`config.mk`:
```
export PLATFORM = sky130hd
export DESIGN_NAME = fp_convert_ctrl
export DESIGN_NICKNAME = d
export VERILOG_FILES = /design/src/rtl/fp_conv_pkg.sv /design/src/rtl/fp_round_stage.sv /design/src/rtl/fp_convert_ctrl.sv
export SDC_FILE = /design/constraint.sdc
export NUM_CORES = 1
export LEC_CHECK = 0
export CORE_ASPECT_RATIO = 2
export CORE_UTILIZATION = 40
export CTS_CLUSTER_SIZE = 30
export DETAILED_ROUTE_END_ITERATION = 12
export GPL_ROUTABILITY_DRIVEN = 0
export PLACE_DENSITY = 0.6
export SYNTH_ARGS = -nofsm -noshare
export SYNTH_HDL_FRONTEND = slang
export SYNTH_HIERARCHICAL = 1
export SYNTH_SLANG_ARGS = --single-unit
```
`constraint.sdc`:
```
create_clock -name clk -period 2.1 [get_ports clk]
set_input_delay 0.42 -clock clk [delete_from_list [all_inputs] [get_ports clk]]
set_output_delay 0.42 -clock clk [all_outputs]
set_load 0.01 [all_outputs]
```
`src/rtl/fp_conv_pkg.sv`:
```
// Shared constants for the fixed-point to 1/3/4 mini-float converter:
// FSM state codes, format limits and the normalize/round bit positions.
package fp_conv_pkg;

    // FSM state codes
    localparam logic [2:0] ST_IDLE  = 3'd0;
    localparam logic [2:0] ST_ABS   = 3'd1;
    localparam logic [2:0] ST_NORM  = 3'd2;
    localparam logic [2:0] ST_ROUND = 3'd3;
    localparam logic [2:0] ST_DONE  = 3'd4;

    // Format limits
    localparam logic [2:0] EXP_MAX = 3'd7;
    localparam logic [3:0] SIG_MAX = 4'hF;
    localparam logic [3:0] SIG_OVF = 4'h8;

    // Magnitude bit that marks a normalized value, and the bit just below
    // the 4-bit significand window that decides rounding.
    localparam int NORM_BIT = 10;
    localparam int RND_BIT  = 6;

    // Fixed input width and the saturation pair for the most negative input.
    localparam int          IN_W    = 12;
    localparam logic [11:0] IN_MIN  = 12'h800;
    localparam logic [11:0] MAG_MAX = 12'h7FF;

endpackage

```
`src/rtl/fp_round_stage.sv`:
```
// Combinational round-half-up of a 4-bit significand with exponent carry.
// Overflow at the largest exponent saturates to the largest finite value.
module fp_round_stage
    import fp_conv_pkg::*;
(
    input  logic [2:0] exp,
    input  logic [3:0] sig,
    input  logic       rnd,
    output logic [2:0] exp_r,
    output logic [3:0] sig_r
);

    // Apply the round bit; carry-out of the significand bumps the exponent
    always_comb begin
        exp_r = exp;
        sig_r = sig;
        if (rnd) begin
            if (sig != SIG_MAX) begin
                sig_r = sig + 4'd1;
            end else if (exp != EXP_MAX) begin
                sig_r = SIG_OVF;
                exp_r = exp + 3'd1;
            end
            // sig all ones at the top exponent: leave it saturated
        end
    end

endmodule

```
`src/rtl/fp_convert_ctrl.sv`:
```
// Sequenced 12-bit two's-complement to 1/3/4 mini-float converter.
// One sample at a time: capture, take magnitude, normalize one bit per
// cycle, round, then hold the result until the consumer takes it.
module fp_convert_ctrl
    import fp_conv_pkg::*;
(
    input  logic        clk,
    input  logic        rst,
    input  logic [11:0] d_in,
    input  logic        in_valid,
    output logic        in_ready,
    output logic        s_out,
    output logic [2:0]  e_out,
    output logic [3:0]  f_out,
    output logic        out_valid,
    input  logic        out_ready
);

    logic [2:0]      state;
    logic [IN_W-1:0] d_q;
    logic [IN_W-1:0] mag;
    logic [2:0]      exp_q;
    logic            sign_q;
    logic [2:0]      exp_r;
    logic [3:0]      sig_r;

    assign in_ready  = (state == ST_IDLE);
    assign out_valid = (state == ST_DONE);

    fp_round_stage u_round (
        .exp   (exp_q),
        .sig   (mag[NORM_BIT:NORM_BIT-3]),
        .rnd   (mag[RND_BIT]),
        .exp_r (exp_r),
        .sig_r (sig_r)
    );

    // Conversion sequencer and datapath registers
    always_ff @(posedge clk or posedge rst) begin
        if (rst) begin
            state  <= ST_IDLE;
            d_q    <= '0;
            mag    <= '0;
            exp_q  <= '0;
            sign_q <= 1'b0;
            s_out  <= 1'b0;
            e_out  <= '0;
            f_out  <= '0;
        end else begin
            case (state)
                ST_IDLE: begin
                    if (in_valid) begin
                        d_q   <= d_in;
                        state <= ST_ABS;
                    end
                end
                ST_ABS: begin
                    sign_q <= d_q[IN_W-1];
                    // -2048 has no positive 12-bit twin; clamp to +2047
                    if (d_q == IN_MIN)
                        mag <= MAG_MAX;
                    else if (d_q[IN_W-1])
                        mag <= ~d_q + 12'd1;
                    else
                        mag <= d_q;
                    exp_q <= EXP_MAX;
                    state <= ST_NORM;
                end
                ST_NORM: begin
                    if (mag[NORM_BIT] || exp_q == 3'd0) begin
                        state <= ST_ROUND;
                    end else begin
                        mag   <= mag << 1;
                        exp_q <= exp_q - 3'd1;
                    end
                end
                ST_ROUND: begin
                    s_out <= sign_q;
                    e_out <= exp_r;
                    f_out <= sig_r;
                    state <= ST_DONE;
                end
                ST_DONE: begin
                    if (out_ready)
                        state <= ST_IDLE;
                end
                default: state <= ST_IDLE;
            endcase
        end
    end

endmodule

```
Word level (Yosys, flattened, before mapping). Index checks and enable logic that the tools add are counted.

Word-level logic and storage cells: 47. Register bits after elaboration: 38.

Equality and inequality tests: 11. Reduce and logical (&&, ||, !) cells: 7. Bitwise operators: 1. Muxes and demuxes: 16. Add/sub/neg operators: 4.

Operators with widths (count): $mux W11 (3); $pmux W11 S2 (1); $mux W3 (7); $pmux W3 S5 (1); $eq A12 B12 Y1 const B (1); $mux W4 (3); $add A11 B1 Y11 const B (1); $not A11 Y11 (1); $eq A3 B2 Y1 const B (2); $logic_not A3 Y1 (2); $ne A2 B2 Y1 const B (3); $pmux W3 S2 (1); $add A4 B1 Y4 const B (1); $ne A4 B4 Y1 const B (1); $reduce_and A2 Y1 (2); $add A3 B1 Y3 const B (1); $eq A3 B1 Y1 const B (1); $eq A3 B3 Y1 const B (1); $ne A3 B3 Y1 const B (1); $reduce_and A3 Y1 (1); $sub A3 B1 Y3 const B (1); $ne A2 B1 Y1 const B (1); $reduce_bool A2 Y1 (1); $logic_or A1 B1 Y1 (1).

Depth between registers and ports, before layout.
Word-level depth: 5. Depth in mapped cells: 8. Gate-level depth less buffers: 7.

Hierarchy. The synthesis kept the hierarchy.

Modules (own cells, without submodules): fp_convert_ctrl (cells an instance 191, sequential area each 950.9 um^2, area an instance 1934.4 um^2, instances 1); fp_round_stage (cells an instance 20, sequential area each 0.0 um^2, area an instance 162.7 um^2, instances 1).

Least setup slack after synthesis. OpenSTA, ideal clock, no wires.

Kind: register to register. Start point: reg exp_q[0]. End point: reg mag[8]. Required time: 1.968 ns. Setup time: 0.132 ns. Slack: 0.084 ns. Data arrival time: 1.884 ns. Cell stages (with the launch flop): 9. Path through: dfrtp_1 > inv_1 > ha_1 > ha_1 > or4b_1 > a21o_1 > clkbuf_1 > nand2_1 > o211ai_1.

Longest elaborated chain between the ends: 4.

Ends and longest elaborated chain: start, declared (RTL line fp_convert_ctrl.sv:22) `logic [2:0] exp_q;`; start signal, assigned (RTL line fp_convert_ctrl.sv:74) `exp_q <= exp_q - 3'd1;`; $logic_not A3 Y1 (RTL line fp_convert_ctrl.sv:70) `if (mag[NORM_BIT] || exp_q == 3'd0) begin`; $logic_or A1 B1 Y1 (RTL line fp_convert_ctrl.sv:70); $ne A2 B2 Y1 (no source line); $reduce_and A2 Y1 (no source line); end signal, assigned (RTL line fp_convert_ctrl.sv:63) `mag <= ~d_q + 12'd1;`; end signal, assigned (RTL line fp_convert_ctrl.sv:65) `mag <= d_q;`; end signal, assigned (RTL line fp_convert_ctrl.sv:73) `mag <= mag << 1;`; end, declared (RTL line fp_convert_ctrl.sv:21) `logic [IN_W-1:0] mag;`.

No other way between the ends. A chain may end at the register's enable or synchronous reset.

Final worst setup path.
Start point: reg state[2]. End point: out in_ready.

Longest elaborated chain between the ends: 1.

Ends and longest elaborated chain: start, declared (RTL line fp_convert_ctrl.sv:19) `logic [2:0] state;`; start signal, assigned (RTL line fp_convert_ctrl.sv:41) `state <= ST_IDLE;`; start signal, assigned (RTL line fp_convert_ctrl.sv:54) `state <= ST_ABS;`; start signal, assigned (RTL line fp_convert_ctrl.sv:67) `state <= ST_NORM;`; $logic_not A3 Y1 (RTL line fp_convert_ctrl.sv:27) `assign in_ready = (state == ST_IDLE);`; end, declared (RTL line fp_convert_ctrl.sv:11) `output logic in_ready,`.

No other way between the ends.

==> flow_summary.ini <==
[run_status]
outcome = complete, no violations

[yosys]
synth.most_common_cell = dfrtp_1
synthArstFlopShare = 1.00
synth-seq-cells = 38
synthesis.nets = 232
yosysWarnings = 6
synth.distinct_cells = 48
synthFlopType = dfrtp_1
netlist_area_sq_um = 2100
synth_area_leaders = dfrtp_1 (45%), mux2_2 (8.6%), o21ai_0 (4.3%)
yosys.area.top_type = dfrtp_1
synth_top_area_frac = 0.453
synth_common_cells = dfrtp_1 (38), nand2_1 (20), o21ai_0 (18)
avgSynthCellArea_sq_um = 9.94
yosysSeqAreaShare = 0.453
synthCells = 211
synth_edf_count = 0

[cells_and_area]
multiInputGateArea_sq_um = 1070
fin_util = 0.508
drive_above_1_share = 0.197
area_growth_pct = 23.3
seqCellArea_sq_um = 952
fin_cells = 302
finalNetCount = 265
antenna_cells = 0
fillerInstances = 489

[detailed_routing]
vias = 1659
drc_errors = 0
first_pass_iters = 4
wl_um = 4590
drt_iter0_drc = 34
via_per_inst = 5.49
post_drt_wl_per_cell_um = 15.2
ant_nets = 0

[setup_path]
crit_path_top_delay_cell = clkdlybuf4s50_1
crit_fanout = 11
cp_slowest_stage_delay_ps = 570
worstSetupEndpointType = output port
path_buf_inv = 1
arrival_ps = 1580
cp_top_family = buffers and inverters
required_ps = 1680
crit_chain = nor3_1 > clkdlybuf4s50_1
crit_path_start_kind = register
setup.worst_path.class = reg2out

[placement]
port_buffers = 25
hpwl_um = 3470
dp.cells = 295

[clock_network]
cts_buffers = 5
htree_levels = 2
cts_root_buf = clkbuf_8
clk_pin_slew_worst_paths_ps = 70
cts_tree = done
clk_latency_ps = 290
cts_buffer_depth = 2
post-cts-setup-buffers = 0
clock-sinks = 38
hold_buffers = 0

[pwr]
p_seq_frac = 0.349
power.density_nw_per_um2 = 1610
leakagePower_nw = 1.09
p_switching_mw = 1.65
power_frac_comb = 0.499
power.share.switching = 0.397
p_int_mw = 2.51
clkPwrFrac = 0.152
ir_worst_vdd_v = 0.000967

[hold_path]
hold_class = reg2reg

[global_route]
track_usage = 0.193
grt_max_degree = 39
overflow = 0
grt_pass1_wl_um = 7850
grt_pass1_vias = 1686
antenna_found_initial = 0

[timing]
fin_crit_sh = 0.955
rsz0062_at_grt = yes
fin_skew_ps = 4.93
clock.fmax_ghz = 0.499
fin_crit_ps = 2000
finalSetupTns_ps = 0
worstMarginPinSlew_ps = 532
slew_headroom = 0.641
finalSetupViolCount = 0
slew_violations = 0
finalHoldViolations = 0

[floorplan]
initial_core_util = 0.412
rows = 37
die_h_um = 104
ios = 26
dieArea_sq_um = 5550
die_x_um = 53.2
core_area_sq_um = 5090

[flow_run]
cap_violations = 0
[state kept, by name, summed over array words and instances, names as in the netlist]
| name | cells |
|---|---|
| mag | 11 |
| f_out | 4 |
| state | 3 |
| e_out | 3 |
| exp_q | 3 |
| sign_q | 1 |
| s_out | 1 |
| d_q | 12 |
[per-stage QoR]
stage               hold WS (ps)  power [mW]  instance area [sq um]  setup slack, ps
floorplan                    445        2.84                   2100             83.9
global placement             461        3.50                   2460             63.2
detailed placement           475        3.53                   2460             28.8
CTS                          495        4.17                   2580             14.7
global route                 536        4.52                   2580            -1.92
finish                       494        4.16                   2580             95.5
[cell usage in the layout, fill, tap and decap left out, drive strengths merged, types with 2 or more instances in the layout]
master         count
o21ai             21
nor4b              2
and2               3
or4                2
dfrtp             38
nor3               8
nor2b              3
nor2              14
mux2              17
o211ai             3
xnor2              3
inv               10
nand2b             3
ha                 5
a32o               2
a2111oi            4
nor4               4
buf               12
a31oi              2
clkdlybuf4s50     25
nand3              4
a21oi              7
a31o               2
mux2i              3
a211oi             2
nor3b              2
clkbuf             6
nand2             20
o21bai             2
[worst reg2reg max path, stage by stage, from the launching register on]
cell,delay [ps]
dfrtp_1,340
inv_1,40
ha_1,190
ha_1,220
or4b_4,510
a21o_2,300
o311ai_1,280
[cells by family after synthesis]
kind of cell / count (synthesis) / share of synthesized area
flops: 38 / 0.453
mux: 20 / 0.107
buf+inv: 21 / 0.0400
xor+xnor: 3 / 0.0125
simple gates: 70 / 0.188
compound gates: 54 / 0.169
fa+ha+maj: 5 / 0.0298
[layout make-up]
cell class | count | share of cell area
Multi-Input combinational cell | 152 | 0.414
Tap cell | 58 | 0.0281
Inverter | 10 | 0.0145
Clock inverter | 1 | 0.0116
Clock buffer | 6 | 0.0319
Timing Repair Buffer | 37 | 0.132
Sequential cell | 38 | 0.368
[power by group through the flow]
stage	sequential, mW	clock [mW]	combinational (mW)
after floorplan	1.39	0	1.45
after global placement	1.46	0	2.04
after detailed placement	1.46	0	2.07
after CTS	1.45	0.653	2.07
after global routing	1.52	0.688	2.32
final	1.45	0.634	2.07
[routing by layer]
metal  GRT usage  part of all wire
met1       0.215              0.38
met4       0.109             0.033
met5           0                 0
met3      0.0351             0.014
met2       0.325              0.57
[worst paths after layout]
check / cells after the start / slack [ps] / endpoint / start
worst max-delay path: 2 / 100 / in_ready / state[2]
worst min-delay path: 2 / 490 / mag[4] / mag[4]
worst max register to register: 6 / 110 / mag[9] / exp_q[0]
worst min register to register: 2 / 490 / mag[4] / mag[4]
max in group asynchronous: 3 / 1200 / state[2] / rst
min in group asynchronous: 3 / 540 / sign_q / rst
[what timing repair did]
| item | CTS | global route |
|---|---|---|
| gates resized for setup | 0 | 8 |
| hold endpoints to repair | 0 | 0 |
| endpoints found under the setup margin | 0 | 9 |
Power figures use the tool's default switching activity.
